`src/rtl/mole_round_ctrl.sv`:
```
// Whack-a-mole round sequencer: drives the interval timer, picks the lit mole from an
// LFSR, judges button hits and keeps score, lives and round count.
module mole_round_ctrl #(
  parameter int         NUM_MOLES      = 4,
  parameter int         ROUNDS         = 16,
  parameter int         LIVES          = 3,
  parameter int         START_INTERVAL = 5,
  parameter int         GAP_INTERVAL   = 1,
  parameter logic [7:0] LFSR_SEED      = 8'hA5
) (
  input  logic                 clk,
  input  logic                 rst_n,
  input  logic                 start,
  input  logic [NUM_MOLES-1:0] btn,
  input  logic                 timeout,
  output logic                 timer_reset,
  output logic [2:0]           interval,
  output logic                 dir,
  output logic [NUM_MOLES-1:0] mole,
  output logic [7:0]           score,
  output logic [2:0]           lives,
  output logic [7:0]           round_cnt,
  output logic                 game_over,
  output logic                 busy
);

  localparam int         IW      = $clog2(NUM_MOLES);
  localparam logic [7:0] START8  = 8'(START_INTERVAL);
  localparam logic [2:0] GAP3    = 3'(GAP_INTERVAL);
  localparam logic [2:0] LIVES3  = 3'(LIVES);
  localparam logic [7:0] ROUNDS8 = 8'(ROUNDS);

  typedef enum logic [2:0] {
    S_IDLE, S_LOAD, S_RUN, S_HIT, S_MISS, S_GAP, S_OVER
  } state_t;

  state_t               state, state_nxt;
  logic [7:0]           lfsr, lfsr_nxt;
  logic [IW-1:0]        idx, idx_nxt, cand;
  logic                 timer_reset_nxt, game_over_nxt, busy_nxt;
  logic [2:0]           interval_nxt, lives_nxt;
  logic [NUM_MOLES-1:0] mole_nxt;
  logic [7:0]           score_nxt, round_nxt;

  // Interval shrinks by one for every four points, never below 1.
  function automatic logic [2:0] difficulty(input logic [7:0] s);
    logic [7:0] q;
    logic [7:0] d;
    q = s >> 2;
    d = START8 - q;
    if (q >= START8) return 3'd1;
    return d[2:0];
  endfunction

  assign dir  = 1'b0;
  assign cand = lfsr[IW-1:0];

  always_comb begin
    // NOTE: every signal gets a default first so no path through the case leaves one
    // unassigned, which would otherwise infer a latch.
    state_nxt = state;
    idx_nxt   = idx;
    score_nxt = score;
    lives_nxt = lives;
    round_nxt = round_cnt;
    lfsr_nxt  = {1'b0, lfsr[7:1]} ^ (lfsr[0] ? 8'hB8 : 8'h00);

    case (state)
      S_IDLE, S_OVER: begin
        if (start) begin
          state_nxt = S_LOAD;
          score_nxt = 8'd0;
          lives_nxt = LIVES3;
          round_nxt = 8'd0;
        end
      end
      S_LOAD: begin
        // Never repeat the previous mole: step to the neighbour on a collision.
        idx_nxt   = (cand == idx) ? cand + IW'(1) : cand;
        state_nxt = S_RUN;
      end
      S_RUN: begin
        if (btn != '0) begin
          state_nxt = (btn == mole) ? S_HIT : S_MISS;
        end else if (timeout) begin
          state_nxt = S_MISS;
        end
        if (state_nxt == S_HIT && score != 8'hFF) score_nxt = score + 8'd1;
        if (state_nxt == S_MISS) lives_nxt = lives - 3'd1;
      end
      S_HIT:  state_nxt = S_GAP;
      S_MISS: state_nxt = (lives == 3'd0) ? S_OVER : S_GAP;
      S_GAP: begin
        if (timeout) begin
          round_nxt = round_cnt + 8'd1;
          state_nxt = (round_nxt == ROUNDS8) ? S_OVER : S_LOAD;
        end
      end
      default: state_nxt = S_IDLE;
    endcase

    // Outputs are registered, so they are decoded from the state being entered.
    timer_reset_nxt = !(state_nxt == S_RUN || state_nxt == S_GAP);
    mole_nxt        = (state_nxt == S_RUN) ? ({{(NUM_MOLES-1){1'b0}}, 1'b1} << idx_nxt) : '0;
    game_over_nxt   = (state_nxt == S_OVER);
    busy_nxt        = !(state_nxt == S_IDLE || state_nxt == S_OVER);

    interval_nxt = interval;
    if (state_nxt == S_LOAD) interval_nxt = difficulty(score_nxt);
    if (state_nxt == S_HIT || (state_nxt == S_MISS && lives_nxt != 3'd0)) interval_nxt = GAP3;
  end

  always_ff @(posedge clk or negedge rst_n) begin
    if (!rst_n) begin
      state       <= S_IDLE;
      lfsr        <= LFSR_SEED;
      idx         <= '0;
      timer_reset <= 1'b1;
      interval    <= 3'(START_INTERVAL);
      mole        <= '0;
      score       <= 8'd0;
      lives       <= LIVES3;
      round_cnt   <= 8'd0;
      game_over   <= 1'b0;
      busy        <= 1'b0;
    end else begin
      // NOTE: non-blocking assignments so every register samples the pre-edge values.
      state       <= state_nxt;
      lfsr        <= lfsr_nxt;
      idx         <= idx_nxt;
      timer_reset <= timer_reset_nxt;
      interval    <= interval_nxt;
      mole        <= mole_nxt;
      score       <= score_nxt;
      lives       <= lives_nxt;
      round_cnt   <= round_nxt;
      game_over   <= game_over_nxt;
      busy        <= busy_nxt;
    end
  end

endmodule

```
`config.mk`:
```
export PLATFORM = sky130hd
export DESIGN_NAME = mole_round_ctrl
export DESIGN_NICKNAME = d
export VERILOG_FILES = /design/src/rtl/mole_round_ctrl.sv
export SDC_FILE = /design/constraint.sdc
export NUM_CORES = 1
export LEC_CHECK = 0
export ABC_CLOCK_PERIOD_IN_PS = 2400
export CORE_MARGIN = 2
export CORE_UTILIZATION = 49
export CTS_BUF_LIST = sky130_fd_sc_hd__clkbuf_8
export DETAILED_ROUTE_END_ITERATION = 16
export PLACE_DENSITY = 0.76
export SLEW_MARGIN = 20
export SYNTH_ARGS = -nofsm -noshare
export SYNTH_HDL_FRONTEND = slang
export SYNTH_SLANG_ARGS = --single-unit
```
`constraint.sdc`:
```
create_clock -name clk -period 2.4 [get_ports clk]
set_input_delay 0.6 -clock clk [delete_from_list [all_inputs] [get_ports clk]]
set_output_delay 0.6 -clock clk [all_outputs]
set_load 0.005 [all_outputs]
```
==> out/qor.csv, run 1 <==
metric,value,unit
status,"complete, but fails checks",
failed_checks,setup timing,
finalCriticalPeriod,2.68,ns
total_leakage_power,1.51,nW
seq_power_share,32.4,%
htreeDepth,2,
synth_top_area_share,37.1,%
num_vias,2173,
row_count,24,
synth_cell_types,50,
core,4350,µm²
wl,5.75,mm
rsz0062_at_grt,true,
cts_tree,yes,
syn-cell-area,2230,µm²
clkSinkCount,42,
critPathLaunch,btn[1],
maxCapViolations,0,
synth_area_leader_cell,dfrtp_1,
antenna_found_initial,0,
start_util,51.1,%
drt_iter0_markers,178,
final_nets,339,
final_cell_mix,"buf_4, dfrtp_1, clkdlybuf4s50_1, nand2_1, o21ai_0",
fin_area,3230,µm²
ir_worst_vdd,0.551,mV
hpwlAfterDp,4.13,mm
wire_per_inst,15.1,µm
holdBufCountCts,0,
pwr-share-comb,48.5,%
top_level_ports,38,
cp.arrival,2.92,ns
synthFlopType,dfrtp_1,
ys_ff_latch,42,
max_freq,373,MHz
swShare,35.8,%
numCtsBuffers,5,
worst_slack,-0.281,ns
layout_commonest_cell,buf_4,
netSwitchingPower,0.00104,W
hold_viol_final,0,
worst_setup_path_end_kind,flop,
antenna_cells,0,
post-route-util,74.1,%
syn_to_final_growth,44.9,%
power,0.00290,W
worstSetupPathType,input pin to flop,
cp.buffers_inverters,2,
slew_violations,0,
power.density,898,nW/µm²
critPathTopFamily,simple AND/OR/NAND/NOR gates,
pre_cts_ws,-0.858,ns
die_area,5100,µm²
start_kind,input pin,
worst_pin_slew,0.719,ns
relSlewSlack,52.0,%
grt_pass1_wl,9.78,mm
holdWs,0.182,ns
crit_required,2.64,ns
rr_startpoint,score[0]$_DFFE_PN0P_,
dr.pass1.iters,4,
clock_latency,0.30,ns
p_clk_share,19.2,%
synthCells,237,
ctsRootBufferMaster,clkbuf_8,
setup_viol,3,
worstPathMaxFanout,3,
holdCritPathClass,input pin to async pin,
path_clk_slew,0.08,ns
drc_errors,0,
drtAntennaViolNets,0,
cp_slowest_stage_delay,0.55,ns
synth_nets,249,
async_flop_share,100,%
die_x,71.4,µm
yosys_warnings,0,
clockBufferDepth,2,
grt_pass1_vias,2058,
gp_congestion,0.900,
cp_cell_sequence,"buf_6, or4_4, buf_6, o31ai_4, a21oi_2, a31o_2, or3_4, or4_4, o2bb2ai_2",
grt_max_degree,17,
fin_crit_sh,112,%
p_int,0.00186,W
grt_usage,24.4,%
slowest_stage,or4_4,
overflow,0,
post_dp_cell_area,2980,µm²
num-fill-cells,307,
die_height,71.4,µm
synth_edf_count,0,
portBuffers,36,
finClkSkew,0.00622,ns
yosysSeqAreaShare,47.7,%
synth_area_leaders,"dfrtp_1, dfstp_2, o21ai_0",
avgSynthCellArea,9.40,µm²
drive_gt1_share,29.9,%
via_per_inst,5.72,
[routing by layer]
metal  GRT usage (%)  vias up  part of all wire (%)
met5               0        -                     0
met4            9.22        0                   2.1
met3            4.92        8                   4.4
met2            36.8       63                    46
met1            35.1     1059                    47
li1                -     1043                     -
[power groups by stage]
stage | Sequential, W | Clock [W] | Combinational, W
detailed placement | 0.000947 | 0 | 0.00126
CTS | 0.000935 | 0.000573 | 0.00129
finish | 0.000938 | 0.000556 | 0.00140
global placement | 0.000942 | 0 | 0.00124
global route | 0.000954 | 0.000598 | 0.00154
floorplan | 0.000932 | 0 | 0.000643
[sequential cells by signal, indices dropped and copies added, names as in the netlist, 2 cells and up]
name,cells
idx,2
interval,3
lfsr,8
lives,3
mole,4
round_cnt,8
score,8
state,3
[through the flow]
step / setup TNS (ns) / instances
after global routing: -0.797 / 380
after global placement: -9.00 / 365
after floorplan: -0.879 / 237
final: -0.648 / 380
after CTS: -0.745 / 378
after detailed placement: -9.39 / 365
[worst paths after layout]
kind	slack (ns)	cells past startpoint	to
worst max-delay path	-0.28	9	interval[2]$_DFFE_PN1P_
worst min-delay path	0.18	1	round_cnt[0]$_DFFE_PN0P_
worst max register to register	-0.11	8	interval[2]$_DFFE_PN1P_
worst min register to register	0.38	0	lfsr[2]$_DFF_PN1_
max in group asynchronous	1.64	2	interval[2]$_DFFE_PN1P_
min in group clk	0.38	0	lfsr[2]$_DFF_PN1_
[worst register-to-register path: stages, from the launching register on]
cell	delay [ns]
dfrtp_1	0.38
ha_1	0.23
nand3_1	0.19
o22ai_2	0.10
buf_4	0.17
o311a_1	0.35
or3_4	0.39
or4_4	0.52
o2bb2ai_2	0.12
[cells in the mapped netlist, drive strengths merged, types with 5 or more instances]
cell and number:
a21oi 13, and3 7, clkbuf 8, dfrtp 33, dfstp 9, inv 11
nand2 23, nand2b 5, nand3 11, nor2 17, nor3 5, o21ai 19
o31ai 6, or4 5, xor2 6
[repair_timing]
item                                   4_1_cts  5_1_grt
setup buffers                                5        2
resized for setup                           16       20
endpoints found under the hold margin        0        0
pin swaps                                    5       12
setup endpoints to repair                   17        8
[logic make-up (layout without fill, tap and decap cells)]
kind of cell,Yosys count,after routing,share of synthesized area [%]
AO/OA/AOI/OAI,67,67,20.7
AND/OR/NAND/NOR,92,92,21.4
multiplexers,1,1,0.506
XOR/XNOR,9,9,3.54
flip-flops,42,42,47.7
buffers and inverters,21,112,3.76
other,1,1,0.168
adder cells (fa/ha/maj),4,4,2.25
[cell type report]
| cell class | count | area, µm² | area share [%] |
|---|---|---|---|
| Clock buffer | 5 | 68.8 | 2.13 |
| Clock inverter | 3 | 40.0 | 1.24 |
| Inverter | 11 | 41.3 | 1.28 |
| Multi-Input combinational cell | 174 | 1160 | 35.9 |
| Sequential cell | 42 | 1060 | 32.9 |
| Tap cell | 52 | 65.1 | 2.02 |
| Timing Repair Buffer | 93 | 790 | 24.5 |
(Power assumes the default switching activity.)
==> inputs of run 2 (changes only) <==
--- a/config.mk
+++ b/config.mk
@@ -6,11 +6,13 @@
 export NUM_CORES = 1
 export LEC_CHECK = 0
 export ABC_CLOCK_PERIOD_IN_PS = 2400
+export CELL_PAD_IN_SITES_DETAIL_PLACEMENT = 0
+export CELL_PAD_IN_SITES_GLOBAL_PLACEMENT = 1
 export CORE_MARGIN = 2
-export CORE_UTILIZATION = 49
+export CORE_UTILIZATION = 38
 export CTS_BUF_LIST = sky130_fd_sc_hd__clkbuf_8
 export DETAILED_ROUTE_END_ITERATION = 16
-export PLACE_DENSITY = 0.76
+export PLACE_DENSITY = 0.77
 export SLEW_MARGIN = 20
 export SYNTH_ARGS = -nofsm -noshare
 export SYNTH_HDL_FRONTEND = slang
==> run 2 against run 1 <==
Sequential power down 2%. Hold slack better by 0.077 ns. Fmax up 0.20%. The run still ends with setup timing left. Critical path depth is the same. Count of clock-buffer cells in the layout increased by 3.
==> out/qor.csv, run 2 (synthesized netlist as in run 1, its figures left out) <==
metric,value,unit,change
syn_to_final_growth,44.2,%,was 44.9%
grt_max_degree,23,,was 17
post_dp_cell_area,3020,µm²,was 2980 µm²
rsz0062_at_grt,true,,unchanged
ir_worst_vdd,0.479,mV,was 0.551 mV
max_freq,374,MHz,was 373 MHz
top_level_ports,38,,unchanged
wl,5.81,mm,was 5.75 mm
grt_usage,19.3,%,was 24.4%
finClkSkew,0.00758,ns,was 0.00622 ns
reg2reg_to,interval[2]$_DFFE_PN1P_,,unchanged
final_nets,336,,was 339
drt_iter0_markers,90,,was 178
total_leakage_power,1.48,nW,was 1.51 nW
drtAntennaViolNets,0,,unchanged
worst_setup_path_end_kind,flop,,unchanged
ctsRootBufferMaster,clkbuf_8,,unchanged
die_height,80.6,µm,was 71.4 µm
fin_crit_sh,112,%,about the same
dr.pass1.iters,4,,unchanged
cts_tree,yes,,unchanged
worst_pin_slew,0.823,ns,was 0.719 ns
final_cell_mix,"buf_4, dfrtp_1, clkdlybuf4s50_1, nand2_1, o21ai_0",,unchanged
grt_pass1_wl,9.58,mm,was 9.78 mm
start_kind,input pin,,unchanged
layout_commonest_cell,buf_4,,unchanged
maxCapViolations,0,,unchanged
setup_viol,3,,unchanged
drc_errors,0,,unchanged
clock_latency,0.30,ns,about the same
wire_per_inst,14.6,µm,was 15.1 µm
overflow,0,,unchanged
seq_area,1060,µm²,unchanged
die_x,80.6,µm,was 71.4 µm
crit_required,2.64,ns,about the same
slew_violations,0,,unchanged
power.density,874,nW/µm²,was 898 nW/µm²
worstSetupPathType,input pin to flop,,unchanged
antenna_found_initial,0,,unchanged
row_count,27,,was 24
clockBufferDepth,2,,unchanged
core,5570,µm²,was 4350 µm²
multiInputGateArea,1140,µm²,was 1160 µm²
failed_checks,setup timing,,unchanged
fin_area,3210,µm²,was 3230 µm²
reg_top3,"lfsr x8, round_cnt x8, score x8",,unchanged
dpl.cell_count,385,,was 365
reg2reg_slack,-0.10,ns,was -0.11 ns
holdCritPathClass,input pin to async pin,,unchanged
hpwlAfterDp,4.25,mm,was 4.13 mm
htreeDepth,2,,unchanged
start_util,40.0,%,was 51.1%
num-fill-cells,504,,was 307
worstPathMaxFanout,4,,was 3
antenna_cells,0,,unchanged
num_vias,2097,,was 2173
cp.arrival,2.91,ns,was 2.92 ns
via_per_inst,5.28,,was 5.72
holdBufCountCts,0,,unchanged
drive_gt1_share,28.6,%,was 29.9%
path_clk_slew,0.09,ns,was 0.08 ns
grt_pass1_vias,1957,,was 2058
numCtsBuffers,5,,unchanged
hold_viol_final,0,,unchanged
finalCriticalPeriod,2.68,ns,about the same
r2r_cells,9,,was 8
gp_congestion,0.856,,was 0.900
portBuffers,36,,unchanged
clkSinkCount,42,,unchanged
final_cells,397,,was 380
worst_slack,-0.276,ns,was -0.281 ns
rr_startpoint,round_cnt[0]$_DFFE_PN0P_,,was score[0]$_DFFE_PN0P_
die_area,6490,µm²,was 5100 µm²
status,"complete, but fails checks",,unchanged
relSlewSlack,45.1,%,was 52.0%
[run 2: cell types whose count changed in the layout (fill, tap and decap cells not counted), moves of 2 or more]
cell and change:
clkbuf_8 +3, dlymetal6s2s_1 -2, buf_4 -4, clkinv_2 -2, a21oi_1 +2, a21oi_2 -2
[run 2: through the flow]
stage               hold slack [ns]  util, %  power, W  TNS, ns  setup WS (ns)
global placement              0.344     54.2   0.00220    -9.95         -0.845
floorplan                     0.304        -   0.00157   -0.879         -0.388
finish                        0.258     57.6   0.00281   -0.563         -0.276
detailed placement            0.342     54.2   0.00219   -10.21         -0.866
CTS                           0.272     56.4   0.00276   -0.629         -0.310
global route                  0.291     57.6   0.00300   -0.819         -0.325
[run 2: worst max-delay path: stages]
cell and delay (ns):
buf_6 0.09, or4_4 0.53, buf_6 0.14, o31ai_2 0.19, a21oi_1 0.08, a31o_2 0.23, or3_4 0.40, or4_4 0.52
o2bb2ai_2 0.12
[run 2: worst max-delay path by stage]
stage | endpoint | slack [ns] | cells after the start | from
finish | interval[2]$_DFFE_PN1P_ | -0.28 | 9 | btn[0]
global route | interval[2]$_DFFE_PN1P_ | -0.32 | 8 | btn[0]
CTS | interval[2]$_DFFE_PN1P_ | -0.31 | 8 | btn[1]
detailed placement | interval[2]$_DFFE_PN1P_ | -0.87 | 8 | btn[0]
global placement | interval[2]$_DFFE_PN1P_ | -0.85 | 8 | btn[0]
floorplan | interval[2]$_DFFE_PN1P_ | -0.39 | 8 | btn[0]
[run 2: power breakdown]
group          switching, W  internal, W
logic              0.000664     0.000675
clock network      0.000255     0.000291
registers         0.0000805     0.000841
[run 2: cell type report]
| class | instances | area share, % |
|---|---|---|
| flip-flops and latches | 42 | 33.1 |
| well taps | 72 | 2.80 |
| multi-input cells | 174 | 35.5 |
| inverters | 11 | 1.29 |
| repair buffers | 90 | 23.9 |
| clock buffers | 8 | 3.43 |
[run 2: timing repair]
action / in CTS / in global routing
pin swaps: 5 / 9
setup endpoints to repair: 16 / 8
gates resized for setup: 19 / 12
buffers inserted: 3 / 1
endpoints found under the hold margin: 0 / 0
[run 2: routing by layer]
layer  global-route usage (%)  vias to the layer above  wire length (µm)
met2                     29.2                       42              2650
li1                         -                     1044                 -
met1                     28.1                     1006              2860
met3                     3.26                        5               218
met4                     6.10                        0                78
met5                        0                        -                 0
==> inputs of run 3 (changes only) <==
--- a/config.mk
+++ b/config.mk
@@ -8,6 +8,7 @@
 export ABC_CLOCK_PERIOD_IN_PS = 2400
 export CELL_PAD_IN_SITES_DETAIL_PLACEMENT = 0
 export CELL_PAD_IN_SITES_GLOBAL_PLACEMENT = 1
+export CORE_ASPECT_RATIO = 0.75
 export CORE_MARGIN = 2
 export CORE_UTILIZATION = 38
 export CTS_BUF_LIST = sky130_fd_sc_hd__clkbuf_8
==> run 3 against run 2 <==
The flow still finishes with violations (setup timing). Sequential power is 1% higher. Total power increased by 1.5%. Count of clock-buffer cells in the layout is 3 lower. Fmax grew 2.2%. Largest power group unchanged.
==> out/qor.csv, run 3 (synthesized netlist as in run 1, its figures left out) <==
metric,value,unit,change
relSlewSlack,64.4,%,was 45.1%
cp_cell_sequence,"buf_6, or4_4, buf_6, o31ai_4, a21oi_2, a31o_2, or3_4, or4_4, o2bb2ai_2",,"was buf_6, or4_4, buf_6, o31ai_2, a21oi_1, a31o_2, or3_4, or4_4, o2bb2ai_2"
path_clk_slew,0.09,ns,about the same
num_vias,2116,,was 2097
cp.arrival,2.85,ns,was 2.91 ns
cp.buffers_inverters,2,,unchanged
final_nets,336,,unchanged
portBuffers,36,,unchanged
crit_required,2.63,ns,was 2.64 ns
numCtsBuffers,5,,unchanged
top_level_ports,38,,unchanged
total_leakage_power,1.51,nW,was 1.48 nW
rsz0062_at_grt,true,,unchanged
cp_slowest_stage_delay,0.54,ns,was 0.53 ns
setup_viol,10,,was 3
finalCriticalPeriod,2.62,ns,was 2.68 ns
fin_crit_sh,109,%,was 112%
antenna_found_initial,0,,unchanged
holdCritPathClass,input pin to async pin,,unchanged
clkSinkCount,42,,unchanged
power.density,867,nW/µm²,was 874 nW/µm²
core,5740,µm²,was 5570 µm²
overflow,0,,unchanged
critPathTopFamily,simple AND/OR/NAND/NOR gates,,unchanged
drt_iter0_markers,165,,was 90
die_area,6500,µm²,was 6490 µm²
final_cell_mix,"buf_4, dfrtp_1, clkdlybuf4s50_1, nand2_1, o21ai_0",,unchanged
antenna_cells,0,,unchanged
clockBufferDepth,2,,unchanged
maxCapViolations,0,,unchanged
worstSetupPathType,input pin to flop,,unchanged
die_height,70.3,µm,was 80.6 µm
worst_setup_path_end_kind,flop,,unchanged
htreeDepth,2,,unchanged
grt_usage,19.4,%,was 19.3%
hold_viol_final,0,,unchanged
grt_pass1_vias,1917,,was 1957
die_x,92.4,µm,was 80.6 µm
row_count,24,,was 27
slowest_stage,or4_4,,unchanged
start_kind,input pin,,unchanged
via_per_inst,5.25,,was 5.28
syn_to_final_growth,47.6,%,was 44.2%
grt_max_degree,43,,was 23
worstPathMaxFanout,3,,was 4
finClkSkew,0.00993,ns,was 0.00758 ns
gp_congestion,0.874,,was 0.856
wl,6.05,mm,was 5.81 mm
status,"complete, but fails checks",,unchanged
num-fill-cells,526,,was 504
worst_slack,-0.219,ns,was -0.276 ns
failed_checks,setup timing,,unchanged
hpwlAfterDp,4.30,mm,was 4.25 mm
drtAntennaViolNets,0,,unchanged
drive_gt1_share,31.7,%,was 28.6%
ctsRootBufferMaster,clkbuf_8,,unchanged
holdBufCountCts,0,,unchanged
grt_pass1_wl,9.92,mm,was 9.58 mm
cts_tree,yes,,unchanged
clock_latency,0.30,ns,about the same
finalSetupTns,-1.02,ns,was -0.563 ns
worst_pin_slew,0.534,ns,was 0.823 ns
slew_violations,0,,unchanged
start_util,38.8,%,was 40.0%
wire_per_inst,15.0,µm,was 14.6 µm
dr.pass1.iters,4,,unchanged
power,0.00285,W,was 0.00281 W
layout_commonest_cell,buf_4,,unchanged
max_freq,382,MHz,was 374 MHz
ir_worst_vdd,0.375,mV,was 0.479 mV
reg_top3,"lfsr x8, round_cnt x8, score x8",,unchanged
drc_errors,0,,unchanged
==> run 3: what timing repair did <==
action | CTS | global route
pin swaps | 6 | 17
setup endpoints to repair | 18 | 10
setup buffers | 3 | 8
resized for setup | 20 | 33
hold endpoints to repair | 0 | 0
==> run 3: stage by stage <==
step | setup slack, ns | hold slack, ns | util (%) | cells | instance area [µm²]
after global routing | -0.299 | 0.378 | 57.3 | 403 | 3290
after global placement | -0.809 | 0.337 | 51.7 | 384 | 2960
final | -0.219 | 0.348 | 57.3 | 403 | 3290
after detailed placement | -0.856 | 0.342 | 51.7 | 384 | 2960
after floorplan | -0.388 | 0.304 | - | 237 | 2240
after CTS | -0.334 | 0.370 | 53.8 | 395 | 3080
==> run 3: path summary, 6_finish.rpt <==
kind                                           start                 endpoint  slack [ns]  depth (start not counted)
worst max-delay path                          btn[2]  interval[2]$_DFFE_PN1P_       -0.22                          9
worst min-delay path                           rst_n         idx[1]$_DFF_PN0_        0.35                          2
worst max register to register  score[1]$_DFFE_PN0P_  interval[2]$_DFFE_PN1P_       -0.13                         11
worst min register to register     lfsr[3]$_DFF_PN0_        lfsr[2]$_DFF_PN1_        0.37                          0
max in group asynchronous                      rst_n  interval[0]$_DFFE_PN1P_        1.66                          2
min in group clk                   lfsr[3]$_DFF_PN0_        lfsr[2]$_DFF_PN1_        0.37                          0
==> run 3: final cells by class <==
type / count / area (µm²) / area share [%]
multi-input combinational: 174 / 1210 / 36.9
sequential: 42 / 1060 / 32.3
timing repair buffer: 90 / 783 / 23.8
tap: 78 / 97.6 / 2.97
clock buffer: 5 / 68.8 / 2.09
inverter: 11 / 41.3 / 1.26
clock inverter: 3 / 21.3 / 0.647
==> run 3: power by group <==
part           total [W]  internal, W  switching [W]
sequential      0.000933     0.000841      0.0000920
combinational    0.00145     0.000720       0.000725
clock           0.000472     0.000205       0.000267
==> run 3: routing by layer <==
metal  wire length, µm  global-route usage (%)  vias to the layer above
met5                 0                       0                        -
met4                63                    5.80                        0
met3               278                    3.78                        7
met2              2500                    25.3                       49
met1              3210                    31.7                     1021
li1                  -                       -                     1039
